## config.mk

```make
export PLATFORM = sky130hd
export DESIGN_NAME = load_store_unit
export DESIGN_NICKNAME = d
export VERILOG_FILES = /design/src/rtl/load_store_unit.sv
export SDC_FILE = /design/constraint.sdc
export NUM_CORES = 1
export LEC_CHECK = 0
export BUFFER_PORTS_ARGS = -buffer_cell sky130_fd_sc_hd__buf_2
export CAP_MARGIN = 0
export CELL_PAD_IN_SITES_DETAIL_PLACEMENT = 0
export CELL_PAD_IN_SITES_GLOBAL_PLACEMENT = 1
export CORE_MARGIN = 8
export CORE_UTILIZATION = 35
export DETAILED_ROUTE_END_ITERATION = 7
export PLACE_DENSITY_LB_ADDON = 0.1
export SLEW_MARGIN = 20
export SYNTH_ARGS = -nofsm -noshare
export SYNTH_HDL_FRONTEND = slang
export SYNTH_SLANG_ARGS = --single-unit
export TNS_END_PERCENT = 10
```

## constraint.sdc

```tcl
create_clock -name clk -period 2.3 [get_ports clk]
set_input_delay 0.115 -clock clk [delete_from_list [all_inputs] [get_ports clk]]
set_output_delay 0.115 -clock clk [all_outputs]
set_load 0.005 [all_outputs]
```

## src/rtl/load_store_unit.sv

```systemverilog
// Memory-stage load/store unit: alignment check, byte-enabled word access to data_mem, load extension.
// Optional bus timeout enabled by defining LSU_TIMEOUT_EN.
module load_store_unit #(
   parameter int WIDTH = 32
`ifdef LSU_TIMEOUT_EN
   ,
   parameter int TIMEOUT_CYCLES = 16
`endif
) (
   input  logic             clk,
   input  logic             rst,
   input  logic             req_valid,
   output logic             req_ready,
   input  logic [2:0]       req_op,
   input  logic [WIDTH-1:0] req_addr,
   input  logic [WIDTH-1:0] req_wdata,
   output logic             resp_valid,
   output logic [WIDTH-1:0] resp_rdata,
   output logic             resp_err,
   output logic             mem_req,
   output logic             mem_we,
   output logic [WIDTH-1:0] mem_addr,
   output logic [3:0]       mem_be,
   output logic [WIDTH-1:0] mem_wdata,
   input  logic             mem_ack,
   input  logic [WIDTH-1:0] mem_rdata
);

   typedef enum logic [1:0] {IDLE, BUS, RESP} state_e;
   typedef enum logic [2:0] {
      OP_LW  = 3'b000, OP_SB  = 3'b001, OP_SH  = 3'b010, OP_SW  = 3'b011,
      OP_LB  = 3'b100, OP_LH  = 3'b101, OP_LBU = 3'b110, OP_LHU = 3'b111
   } op_e;

   state_e           state;
   op_e              op_q;
   logic [1:0]       addr_lo;
   op_e              req_op_e;
   logic             misaligned;
   logic             is_store;
   logic [3:0]       be_next;
   logic [WIDTH-1:0] wdata_next;
   logic [7:0]       lane_byte;
   logic [15:0]      lane_half;
   logic [WIDTH-1:0] load_data;

`ifdef LSU_TIMEOUT_EN
   localparam int TW = $clog2(TIMEOUT_CYCLES + 1);
   logic [TW-1:0] timer;
`endif

   assign req_op_e = op_e'(req_op);

   always_comb begin
      misaligned = 1'b0;
      is_store   = 1'b0;
      be_next    = 4'b1111;
      wdata_next = req_wdata;
      case (req_op_e)
         OP_SB: begin
            is_store   = 1'b1;
            be_next    = 4'b0001 << req_addr[1:0];
            wdata_next = {4{req_wdata[7:0]}};
         end
         OP_SH: begin
            is_store   = 1'b1;
            be_next    = 4'b0011 << req_addr[1:0];
            wdata_next = {2{req_wdata[15:0]}};
            misaligned = req_addr[0];
         end
         OP_SW: begin
            is_store   = 1'b1;
            misaligned = |req_addr[1:0];
         end
         OP_LW:         misaligned = |req_addr[1:0];
         OP_LH, OP_LHU: misaligned = req_addr[0];
         default: ;
      endcase
   end

   // Lane selection uses the offset latched at accept, since req_addr may change while in BUS.
   always_comb begin
      case (addr_lo)
         2'd0:    lane_byte = mem_rdata[7:0];
         2'd1:    lane_byte = mem_rdata[15:8];
         2'd2:    lane_byte = mem_rdata[23:16];
         default: lane_byte = mem_rdata[31:24];
      endcase
      lane_half = addr_lo[1] ? mem_rdata[31:16] : mem_rdata[15:0];
      case (op_q)
         OP_LW:   load_data = mem_rdata;
         OP_LB:   load_data = {{24{lane_byte[7]}}, lane_byte};
         OP_LBU:  load_data = {24'd0, lane_byte};
         OP_LH:   load_data = {{16{lane_half[15]}}, lane_half};
         OP_LHU:  load_data = {16'd0, lane_half};
         default: load_data = '0;
      endcase
   end

   always_ff @(posedge clk) begin
      if (!rst) begin
         state      <= IDLE;
         op_q       <= OP_LW;
         addr_lo    <= 2'd0;
         req_ready  <= 1'b1;
         resp_valid <= 1'b0;
         resp_err   <= 1'b0;
         resp_rdata <= '0;
         mem_req    <= 1'b0;
         mem_we     <= 1'b0;
         mem_addr   <= '0;
         mem_be     <= 4'd0;
         mem_wdata  <= '0;
`ifdef LSU_TIMEOUT_EN
         timer      <= '0;
`endif
      end else begin
         resp_valid <= 1'b0;
         case (state)
            IDLE: begin
               if (req_valid) begin
                  op_q      <= req_op_e;
                  addr_lo   <= req_addr[1:0];
                  req_ready <= 1'b0;
                  if (misaligned) begin
                     state      <= RESP;
                     resp_valid <= 1'b1;
                     resp_err   <= 1'b1;
                     resp_rdata <= '0;
                  end else begin
                     state     <= BUS;
                     mem_req   <= 1'b1;
                     mem_we    <= is_store;
                     mem_addr  <= {req_addr[WIDTH-1:2], 2'b00};
                     mem_be    <= be_next;
                     mem_wdata <= wdata_next;
`ifdef LSU_TIMEOUT_EN
                     timer     <= '0;
`endif
                  end
               end
            end
            BUS: begin
               if (mem_ack) begin
                  state      <= RESP;
                  mem_req    <= 1'b0;
                  mem_we     <= 1'b0;
                  resp_valid <= 1'b1;
                  resp_err   <= 1'b0;
                  resp_rdata <= load_data;
               end
`ifdef LSU_TIMEOUT_EN
               else if (timer == TW'(TIMEOUT_CYCLES - 1)) begin
                  state      <= RESP;
                  mem_req    <= 1'b0;
                  mem_we     <= 1'b0;
                  resp_valid <= 1'b1;
                  resp_err   <= 1'b1;
                  resp_rdata <= '0;
               end else begin
                  timer <= timer + 1'b1;
               end
`endif
            end
            RESP: begin
               state     <= IDLE;
               req_ready <= 1'b1;
            end
            default: state <= IDLE;
         endcase
      end
   end

endmodule

```

==> reports/results.txt <==
outcome -> finished clean
f_max -> 544 MHz
Max-slew headroom -> 0.412
Core Area -> 14,500 µm²
number of library cell types mapped by synthesis -> 52
worst skew pair latency -> 0.35 ns
Comb pwr share -> 0.190
P_leak -> 3.17 nW
most frequent cells after synthesis -> nand2_1, dfxtp_1, mux2i_1
Cells after Synth -> 551
post_cts resized -> 0
worst slew pin tran -> 0.880 ns
WHS Path Cells -> 3
first-pass GRT wire length -> 25.5 mm
Yosys top cell area share -> 0.427
Worst Clk Skew -> 0.00629 ns
Worst path depth -> 5
port bufs -> 205
VDD IR max -> 0.000329 V
EDFF count, synth -> 0
Total Wirelength -> 16.9 mm
initial antenna violation count -> 2
switching power -> 1.26 mW
vias -> 4,891
post-CTS setup buffer count -> 0
final net count -> 860
critical path, cell by cell -> buf_4, mux2i_1, a2111oi_4, buf_4, a221o_2
share of cells above drive strength 1 -> 0.345
RSZ-0062 raised after global routing -> no
drt via density -> 5.16
register area -> 2200 µm²
# fillers -> 1,392
sequential-to-total area share from yosys stat -> 0.427
Iteration-0 DRC Markers -> 384
CP max-delay cell -> dfxtp_1
global route overflow -> 0
ys flop type -> dfxtp_1
drt wl/cell -> 17.9 µm
max-slew violations -> 0
CP Capture Type -> register
worst reg2reg endpoint -> resp_rdata[26]
Worst-path clk slew -> 0.07 ns
CTS Hold Bufs -> 30
Seq pwr share -> 0.472
HP Class -> input port to register
Worst Min Path Start -> req_addr[11]
Crit path max-delay family -> buffers and inverters
Routed Antenna Nets -> 0
Worst R2R Start -> addr_lo[1]
Starting Density -> 0.356
post-synth top area cell -> dfxtp_1
Final setup viols -> 0
worst stage delay on the critical path -> 0.42 ns
Clk pwr share -> 0.338
Worst EP required -> 2.54 ns
clock period minus worst slack -> 1.84 ns
Worst Hold Endpoint -> mem_addr[11]
total I/O pin count -> 208
Buffers & Inverters on Critical Path -> 2
fin cells -> 947
Synth async-reset ratio -> 0
DRT Pass-1 Iters -> 5
CP Class -> register to register
remaining routing DRC violations -> 0
worst reg-to-reg path cell count -> 5
DP HPWL -> 12.4 mm
DIE AREA -> 18,900 µm²
Mapped Area -> 5150 µm²
Worst Path Arrival -> 2.07 ns
ranking of synthesized cells by area -> dfxtp_1, mux2i_1, nand2_1
Mean Syn Cell Area -> 9.35 µm²
area of the multi-input gates -> 2680 µm²
Warnings, synthesis -> 0
largest net degree at the start of global routing -> 112
Inst Count DP -> 900
cell mode on critical path -> buf_4
die width -> 137 µm
clock root buffer -> clkbuf_16
number of global-route vias before repair -> 4,778
GR Util All Layers -> 0.173
CTS tree -> built
crit path launch type -> register
max_cap viols -> 0
Seq cells post-synth -> 110
Power Density -> 655 nW/µm²
most numerous cell in the Yosys netlist -> nand2_1
CP Max Fanout -> 23
RePlAce Congestion -> 0.814
H-tree depth -> 3
Tot Pwr -> 4.49 mW
Hold Fails Final Rpt -> 0
CTS Buffer Depth -> 2
total negative slack -> 0 ns
Net Sw Frac -> 0.281
clock sinks -> 110
row count -> 44
Int Power -> 3.23 mW
R2R setup slack -> 0.46 ns
Num CTS Buffers -> 9
fin crit share -> 0.799
Die Y -> 137 µm
Area growth syn-to-layout -> 32.9%
worst max-delay path by stage:
stage                           from        endpoint  slack [ns]
after CTS                 addr_lo[1]  resp_rdata[11]        0.44
final                     addr_lo[1]  resp_rdata[26]        0.46
after global routing        state[0]   mem_wdata[31]        0.31
after floorplan           addr_lo[1]  resp_rdata[10]        0.61
after detailed placement   req_op[0]  resp_rdata[26]        0.33
after global placement     req_op[0]  resp_rdata[16]        0.36
flip-flops by register name, summed over array words and instances (netlist names):
register    cells
mem_wdata      32
resp_rdata     32
req_ready       1
mem_we          1
mem_be          4
resp_valid      1
mem_addr       30
addr_lo         2
op_q            3
state           2
resp_err        1
mem_req         1
cells in the final DEF, fill, tap and decap left out, drive strengths merged, types with 2 or more instances in the layout:
cell type and instances:
a21boi 6, a21o 2, a21oi 6, a221o 23, a221oi 8, a31oi 10, and2 9, buf 216
clkbuf 11, clkinv 3, clkinvlp 2, conb 2, dfxtp 110, dlygate4sd3 30, inv 4, mux2 8
mux2i 60, nand2 116, nand2b 4, nand3 39, nor2 6, nor2b 2, nor3 2, nor3b 4
o211a 8, o211ai 17, o21a 2, o21ai 6, o221ai 10, o22a 8, o22ai 8, o2bb2ai 8
or3b 2
cells by family (layout without fill, tap and decap cells):
group | after synthesis | in the layout | synth area share
buf+inv | 56 | 266 | 0.0556
compound gates | 126 | 126 | 0.209
flops | 110 | 110 | 0.427
mux | 69 | 69 | 0.138
other cells | 1 | 3 | 0.000728
simple gates | 189 | 189 | 0.169
worst min-delay path, stage by stage:
cell and delay (ns):
buf_2 0.10, nand2_1 0.05, mux2i_1 0.05
layer usage:
metal | up-vias | global-route usage | wire (µm)
met5 | - | 0 | 13
met4 | 2 | 0.0688 | 296
met3 | 23 | 0.0547 | 1440
met2 | 175 | 0.267 | 7780
met1 | 2271 | 0.219 | 7390
li1 | 2420 | - | -
layout make-up:
type / instances / share of cell area
clock buffers: 11 / 0.0369
multi-input cells: 386 / 0.391
inverters: 4 / 0.00219
flip-flops and latches: 110 / 0.322
diodes: 1 / 0.000365
clock inverters: 5 / 0.00493
well taps: 184 / 0.0336
repair buffers: 246 / 0.210
stage by stage:
stage	setup slack, ns	area [µm²]	util	hold WS (ns)
floorplan	0.614	5160	-	0.253
global placement	0.363	6260	0.432	0.343
detailed placement	0.330	6260	0.432	0.345
CTS	0.445	6850	0.473	0.000207
global route	0.311	6850	0.473	0.0136
finish	0.462	6850	0.473	0.0103
power groups by stage:
stage          Combinational (mW)  Sequential [mW]  Clock, mW
2_1_floorplan               0.470             2.15          0
3_3_place_gp                0.809             2.16          0
3_5_place_dp                0.820             2.16          0
4_1_cts                     0.861             2.12       1.57
5_1_grt                     0.936             2.14       1.64
6_report                    0.850             2.12       1.52
Power figures use the tool's default switching activity.
